File: config.mk
export PLATFORM = sky130hd
export DESIGN_NAME = df_multiplier_seq
export DESIGN_NICKNAME = d
export VERILOG_FILES = /design/src/rtl/df_multiplier_seq.sv
export SDC_FILE = /design/constraint.sdc
export NUM_CORES = 1
export LEC_CHECK = 0
export ABC_AREA = 1
export ABC_CLOCK_PERIOD_IN_PS = 4100
export CORE_ASPECT_RATIO = 0.9
export CORE_UTILIZATION = 40
export DETAILED_ROUTE_END_ITERATION = 10
export PLACE_DENSITY = 0.57
export SYNTH_ARGS = -nofsm -noshare
export SYNTH_HDL_FRONTEND = slang
export SYNTH_SLANG_ARGS = --single-unit
export TNS_END_PERCENT = 10
File: constraint.sdc
create_clock -name clk -period 4.1 [get_ports clk]
set_input_delay 0.615 -clock clk [delete_from_list [all_inputs] [get_ports clk]]
set_output_delay 0.615 -clock clk [all_outputs]
set_load 0.02 [all_outputs]
File: src/rtl/df_multiplier_seq.sv
// Sequential shift-add coefficient multiplier with valid/ready handshake: one coefficient
// bit per cycle (LSB first), then optional round-half-up and a saturating output slice.
module df_multiplier_seq #(
  parameter int COEF_W    = 5,
  parameter int DATA_W    = 8,
  parameter int OUT_SHIFT = 8,
  parameter int OUT_W     = 8
) (
  input  logic              clk,
  input  logic              rst_n,
  input  logic              in_valid,
  output logic              in_ready,
  input  logic [COEF_W-1:0] coef,
  input  logic [DATA_W-1:0] data,
  input  logic              round_en,
  output logic              out_valid,
  input  logic              out_ready,
  output logic [OUT_W-1:0]  out_data,
  output logic              out_sat
);

  localparam int CNT_W = $clog2(COEF_W + 1);
  localparam int PW    = COEF_W + DATA_W;
  // One spare bit so the rounding carry out of the top of the slice is kept
  localparam int TW    = PW + 1;

  typedef enum logic [1:0] {
    S_IDLE,
    S_BUSY,
    S_DONE
  } state_t;

  state_t              r_state;
  state_t              w_state_nxt;
  logic [COEF_W-1:0]   r_coef_sr;
  logic [DATA_W-1:0]   r_data;
  logic                r_round;
  logic [PW-1:0]       r_acc;
  logic [CNT_W-1:0]    r_cnt;
  logic [OUT_W-1:0]    r_out_data;
  logic                r_out_sat;

  logic                w_accept;
  logic                w_last;
  logic [PW-1:0]       w_addend;
  logic [PW-1:0]       w_sum;
  logic [TW-1:0]       w_p_ext;
  logic [TW-1:0]       w_rnd;
  logic [TW-1:0]       w_t;
  logic                w_sat;
  logic [OUT_W-1:0]    w_trunc;
  logic [OUT_W-1:0]    w_out_data;

  assign in_ready  = rst_n && (r_state == S_IDLE);
  assign out_valid = (r_state == S_DONE);
  assign out_data  = r_out_data;
  assign out_sat   = r_out_sat;

  assign w_accept = in_valid && in_ready;
  assign w_last   = (r_cnt == CNT_W'(COEF_W - 1));

  assign w_addend = {{COEF_W{1'b0}}, r_data} << r_cnt;
  assign w_sum    = r_coef_sr[0] ? (r_acc + w_addend) : r_acc;

  // w_sum on the last BUSY cycle is the complete product
  assign w_p_ext = {1'b0, w_sum};

  generate
    if (OUT_SHIFT > 0) begin : g_round
      assign w_rnd = {{(TW-1){1'b0}}, r_round & w_sum[OUT_SHIFT-1]};
    end else begin : g_no_round
      assign w_rnd = '0;
    end
  endgenerate

  assign w_t = (w_p_ext >> OUT_SHIFT) + w_rnd;

  generate
    if (OUT_W < TW) begin : g_sat
      assign w_sat   = |w_t[TW-1:OUT_W];
      assign w_trunc = w_t[OUT_W-1:0];
    end else begin : g_no_sat
      assign w_sat   = 1'b0;
      assign w_trunc = OUT_W'(w_t);
    end
  endgenerate

  assign w_out_data = w_sat ? {OUT_W{1'b1}} : w_trunc;

  always_comb begin
    w_state_nxt = r_state;
    case (r_state)
      S_IDLE:  if (w_accept)  w_state_nxt = S_BUSY;
      S_BUSY:  if (w_last)    w_state_nxt = S_DONE;
      S_DONE:  if (out_ready) w_state_nxt = S_IDLE;
      default:                w_state_nxt = S_IDLE;
    endcase
  end

  always_ff @(posedge clk) begin
    if (!rst_n) begin
      r_state    <= S_IDLE;
      r_coef_sr  <= '0;
      r_data     <= '0;
      r_round    <= 1'b0;
      r_acc      <= '0;
      r_cnt      <= '0;
      r_out_data <= '0;
      r_out_sat  <= 1'b0;
    end else begin
      r_state <= w_state_nxt;
      case (r_state)
        S_IDLE: begin
          if (w_accept) begin
            r_coef_sr <= coef;
            r_data    <= data;
            r_round   <= round_en;
            r_acc     <= '0;
            r_cnt     <= '0;
          end
        end
        S_BUSY: begin
          r_acc     <= w_sum;
          r_coef_sr <= r_coef_sr >> 1;
          r_cnt     <= r_cnt + 1'b1;
          if (w_last) begin
            r_out_data <= w_out_data;
            r_out_sat  <= w_sat;
          end
        end
        default: ;
      endcase
    end
  end

endmodule

==> reports/results.ini <==
[run_status]
outcome=finished, final reports clean

[job]
maxCapViolations=0

[timing]
setup_viol=0
fmax_mhz=292
tns_ns=0
period_minus_slack_ns=3.42
grt_setup_unrepaired=false
maxSlewHeadroom=0.558
hold_viol_final=0
maxSlewViolCount=0
post-route-period-util=0.834
worst_slew_pin_slew_ns=0.663
clock-skew-final_ns=0.00884

[clocking]
clock_path_buffers=2
cts_resized=0
ctsHtreeMaxLevel=2
ctsHoldBuffers=0
cts.sinks=38
clock_latency_ns=0.29
numCtsBuffers=5
path_clk_slew_ns=0.08
cts_root_buf=clkbuf_8
cts_tree=yes
postCtsSetupBuffers=0

[logic_synthesis]
netlist_instances=422
synth_warnings=0
synth-seq-area-share=0.281
syn_avg_cell_area_sq_um=6.41
ys_ff_latch=38
yosysUniqueCellTypes=38
syn_area_sq_um=2710

[critical_path]
required_ns=4.30
crit_top_cell=nand2_1
r2r_start=r_cnt[0]$_SDFFE_PN0P_
crit_chain=o21ai_0 > o21ai_0 > o21ai_0 > ha_1 > nand2_1 > inv_1 > nand2_1 > nand2_1 > a21oi_1 > xor2_1 > nand2_1 > o21ai_1 > nor2_1 > ha_1 > ha_1 > nand3_1 > nor2_1 > nand2_1 > nand3_1 > nand2_1 > inv_1
max_stage_delay_ns=0.66
cp_data_arrival_time_ns=3.62
worstSetupStartpointType=flop
r2r_setup_slack_ns=0.68
cp_max_fo=18
path_buf_inv=2
crit_family=compound AO/OA/AOI/OAI gates
path_class=reg -> reg
cp_slowest_cell=dfxtp_1
cp-end-kind=flop
reg2regPathDepth=21
reg2reg_to=out_data[4]$_SDFFE_PN0P_

[route]
viasPerCell=4.83
first_pass_iters=4
ant_nets=0
via_count=2560
drt_iter0_markers=112
wl_mm=6.34
wl_per_cell_um=12.0
drc=0

[grt]
gr-total-overflow=0
grt_util_met2=0.319
grt_max_degree=26
use_met3=0.0290
antenna_found_initial=0
track_usage=0.196
grt.busiest_layer=met2
grt_pass1_vias=2315
use_met1=0.274
grt_pass1_wl_mm=10.7

[floorplanning]
pin_count=29
coreArea_sq_um=6550
die_h_um=80.0
die_x_um=88.7
rows=28
initial_utilization=0.413
dieArea_sq_um=7100

[pwr]
power_leakage_nw=1.38
power.density_nw_per_um2=285
vdd_drop_max_v=0.000196

[final_layout]
nets=475
fin_area_sq_um=3110
fin_cells=530
drive_gt1_frac=0.0841
area_growth_pct=14.8
antennaDiodeCount=0
fillers=715

[placed_design]
place_area_sq_um=2990
dp.cells=523
dp_hpwl_mm=4.96
io_buffers=25
gp_congestion=0.869

[worst_hold_path]
hold_path_depth=2
whs_endpoint=r_coef_sr[4]$_SDFFE_PN0P_
hold_path.class=reg -> reg
hold_path_startpoint=r_coef_sr[4]$_SDFFE_PN0P_

## power by group
| part | internal, mW | switching [mW] | leakage [nW] |
|---|---|---|---|
| Sequential | 0.383 | 0.0173 | 0.309 |
| Clock | 0.195 | 0.138 | 0.0573 |
| Combinational | 0.0555 | 0.0965 | 1.01 |
## state kept, by name, summed over array words and instances (netlist names)
name	count
r_state	2
r_data	8
r_coef_sr	5
r_round	1
out_data	6
r_acc	13
r_cnt	3
## logic make-up after synthesis
family	after synthesis	synth area share
mux	4	0.0148
simple gates	211	0.347
flops	38	0.281
other cells	1	0.00139
xor+xnor	6	0.0194
fa+ha+maj	17	0.0814
compound gates	75	0.149
buf+inv	70	0.106
## placed cells by master, fill, tap and decap left out, types with 3 or more instances in the layout
cell,n
o21ai_1,4
or2_2,3
nand4_1,7
inv_2,5
clkdlybuf4s50_1,25
nand2_2,4
nand3_1,25
inv_1,48
xor2_1,5
mux2i_1,4
clkbuf_8,6
nor2_2,6
a21oi_1,31
dfxtp_1,38
o21ai_0,30
a22oi_1,4
ha_1,16
nand2_1,126
nor2_1,29
conb_1,3
nand3_2,4
## worst min-delay path, stage by stage (launching register included)
cell,delay [ns]
dfxtp_1,0.31
nand2_1,0.06
a21oi_1,0.05
## metal layers
layer / vias up / part of all wire
li1: 1383 / -
met1: 1144 / 0.54
met2: 28 / 0.44
met3: 5 / 0.018
met4: 0 / 0.0074
met5: - / 0
## worst max path at each step
stage                                startpoint                       end  slack, ns  depth (start not counted)
after floorplan           r_cnt[0]$_SDFFE_PN0P_  out_data[4]$_SDFFE_PN0P_       1.08                         23
after global placement    r_cnt[0]$_SDFFE_PN0P_  out_data[4]$_SDFFE_PN0P_       0.67                         21
after detailed placement  r_cnt[0]$_SDFFE_PN0P_  out_data[4]$_SDFFE_PN0P_       0.68                         21
after CTS                 r_cnt[0]$_SDFFE_PN0P_  out_data[4]$_SDFFE_PN0P_       0.66                         21
after global routing      r_cnt[0]$_SDFFE_PN0P_  out_data[4]$_SDFFE_PN0P_       0.18                         21
final                     r_cnt[0]$_SDFFE_PN0P_  out_data[4]$_SDFFE_PN0P_       0.68                         21
## layout make-up
type,count,area (sq um),share of cell area
Tap cell,90,113,0.0362
Inverter,54,205,0.0660
Sequential cell,38,761,0.245
Clock inverter,1,30.0,0.00967
Multi-Input combinational cell,316,1670,0.536
Clock buffer,6,82.6,0.0266
Timing Repair Buffer,25,250,0.0805
## metrics by stage
step / total power, mW / util / setup WS (ns) / hold slack (ns)
after floorplan: 0.518 / - / 1.08 / 0.430
after global placement: 0.561 / 0.457 / 0.669 / 0.452
after detailed placement: 0.561 / 0.457 / 0.675 / 0.459
after CTS: 0.895 / 0.474 / 0.665 / 0.468
after global routing: 0.932 / 0.474 / 0.185 / 0.494
final: 0.885 / 0.474 / 0.681 / 0.464
## cell usage after synthesis
cell / instances / share of area
o21ai_2: 1 / 0.0032
nand3_1: 25 / 0.046
nor3_2: 1 / 0.0037
nor2_4: 1 / 0.0042
xnor2_1: 1 / 0.0032
nand3_2: 4 / 0.015
xor2_1: 5 / 0.016
mux2i_1: 4 / 0.015
buf_2: 6 / 0.011
a21oi_2: 1 / 0.0032
inv_4: 1 / 0.0023
o21bai_1: 1 / 0.0028
o21ai_0: 30 / 0.055
o22ai_1: 1 / 0.0023
nand2_1: 126 / 0.17
nor3_1: 1 / 0.0018
nor3_4: 1 / 0.0060
buf_4: 4 / 0.011
a21o_2: 1 / 0.0032
inv_1: 48 / 0.067
dfxtp_1: 38 / 0.28
nand2_2: 4 / 0.0092
conb_1: 1 / 0.0014
inv_2: 5 / 0.0069
or2_2: 3 / 0.0069
or2_1: 1 / 0.0023
nand4_1: 7 / 0.016
fa_1: 1 / 0.0074
a22oi_1: 4 / 0.011
nand2_4: 1 / 0.0042
ha_1: 16 / 0.074
a21oi_1: 31 / 0.057
o21ai_1: 4 / 0.0074
or2_0: 1 / 0.0023
clkbuf_1: 6 / 0.0083
nor2_2: 6 / 0.014
a21o_1: 1 / 0.0028
nor2_1: 29 / 0.040
Power figures use the tool's default switching activity.
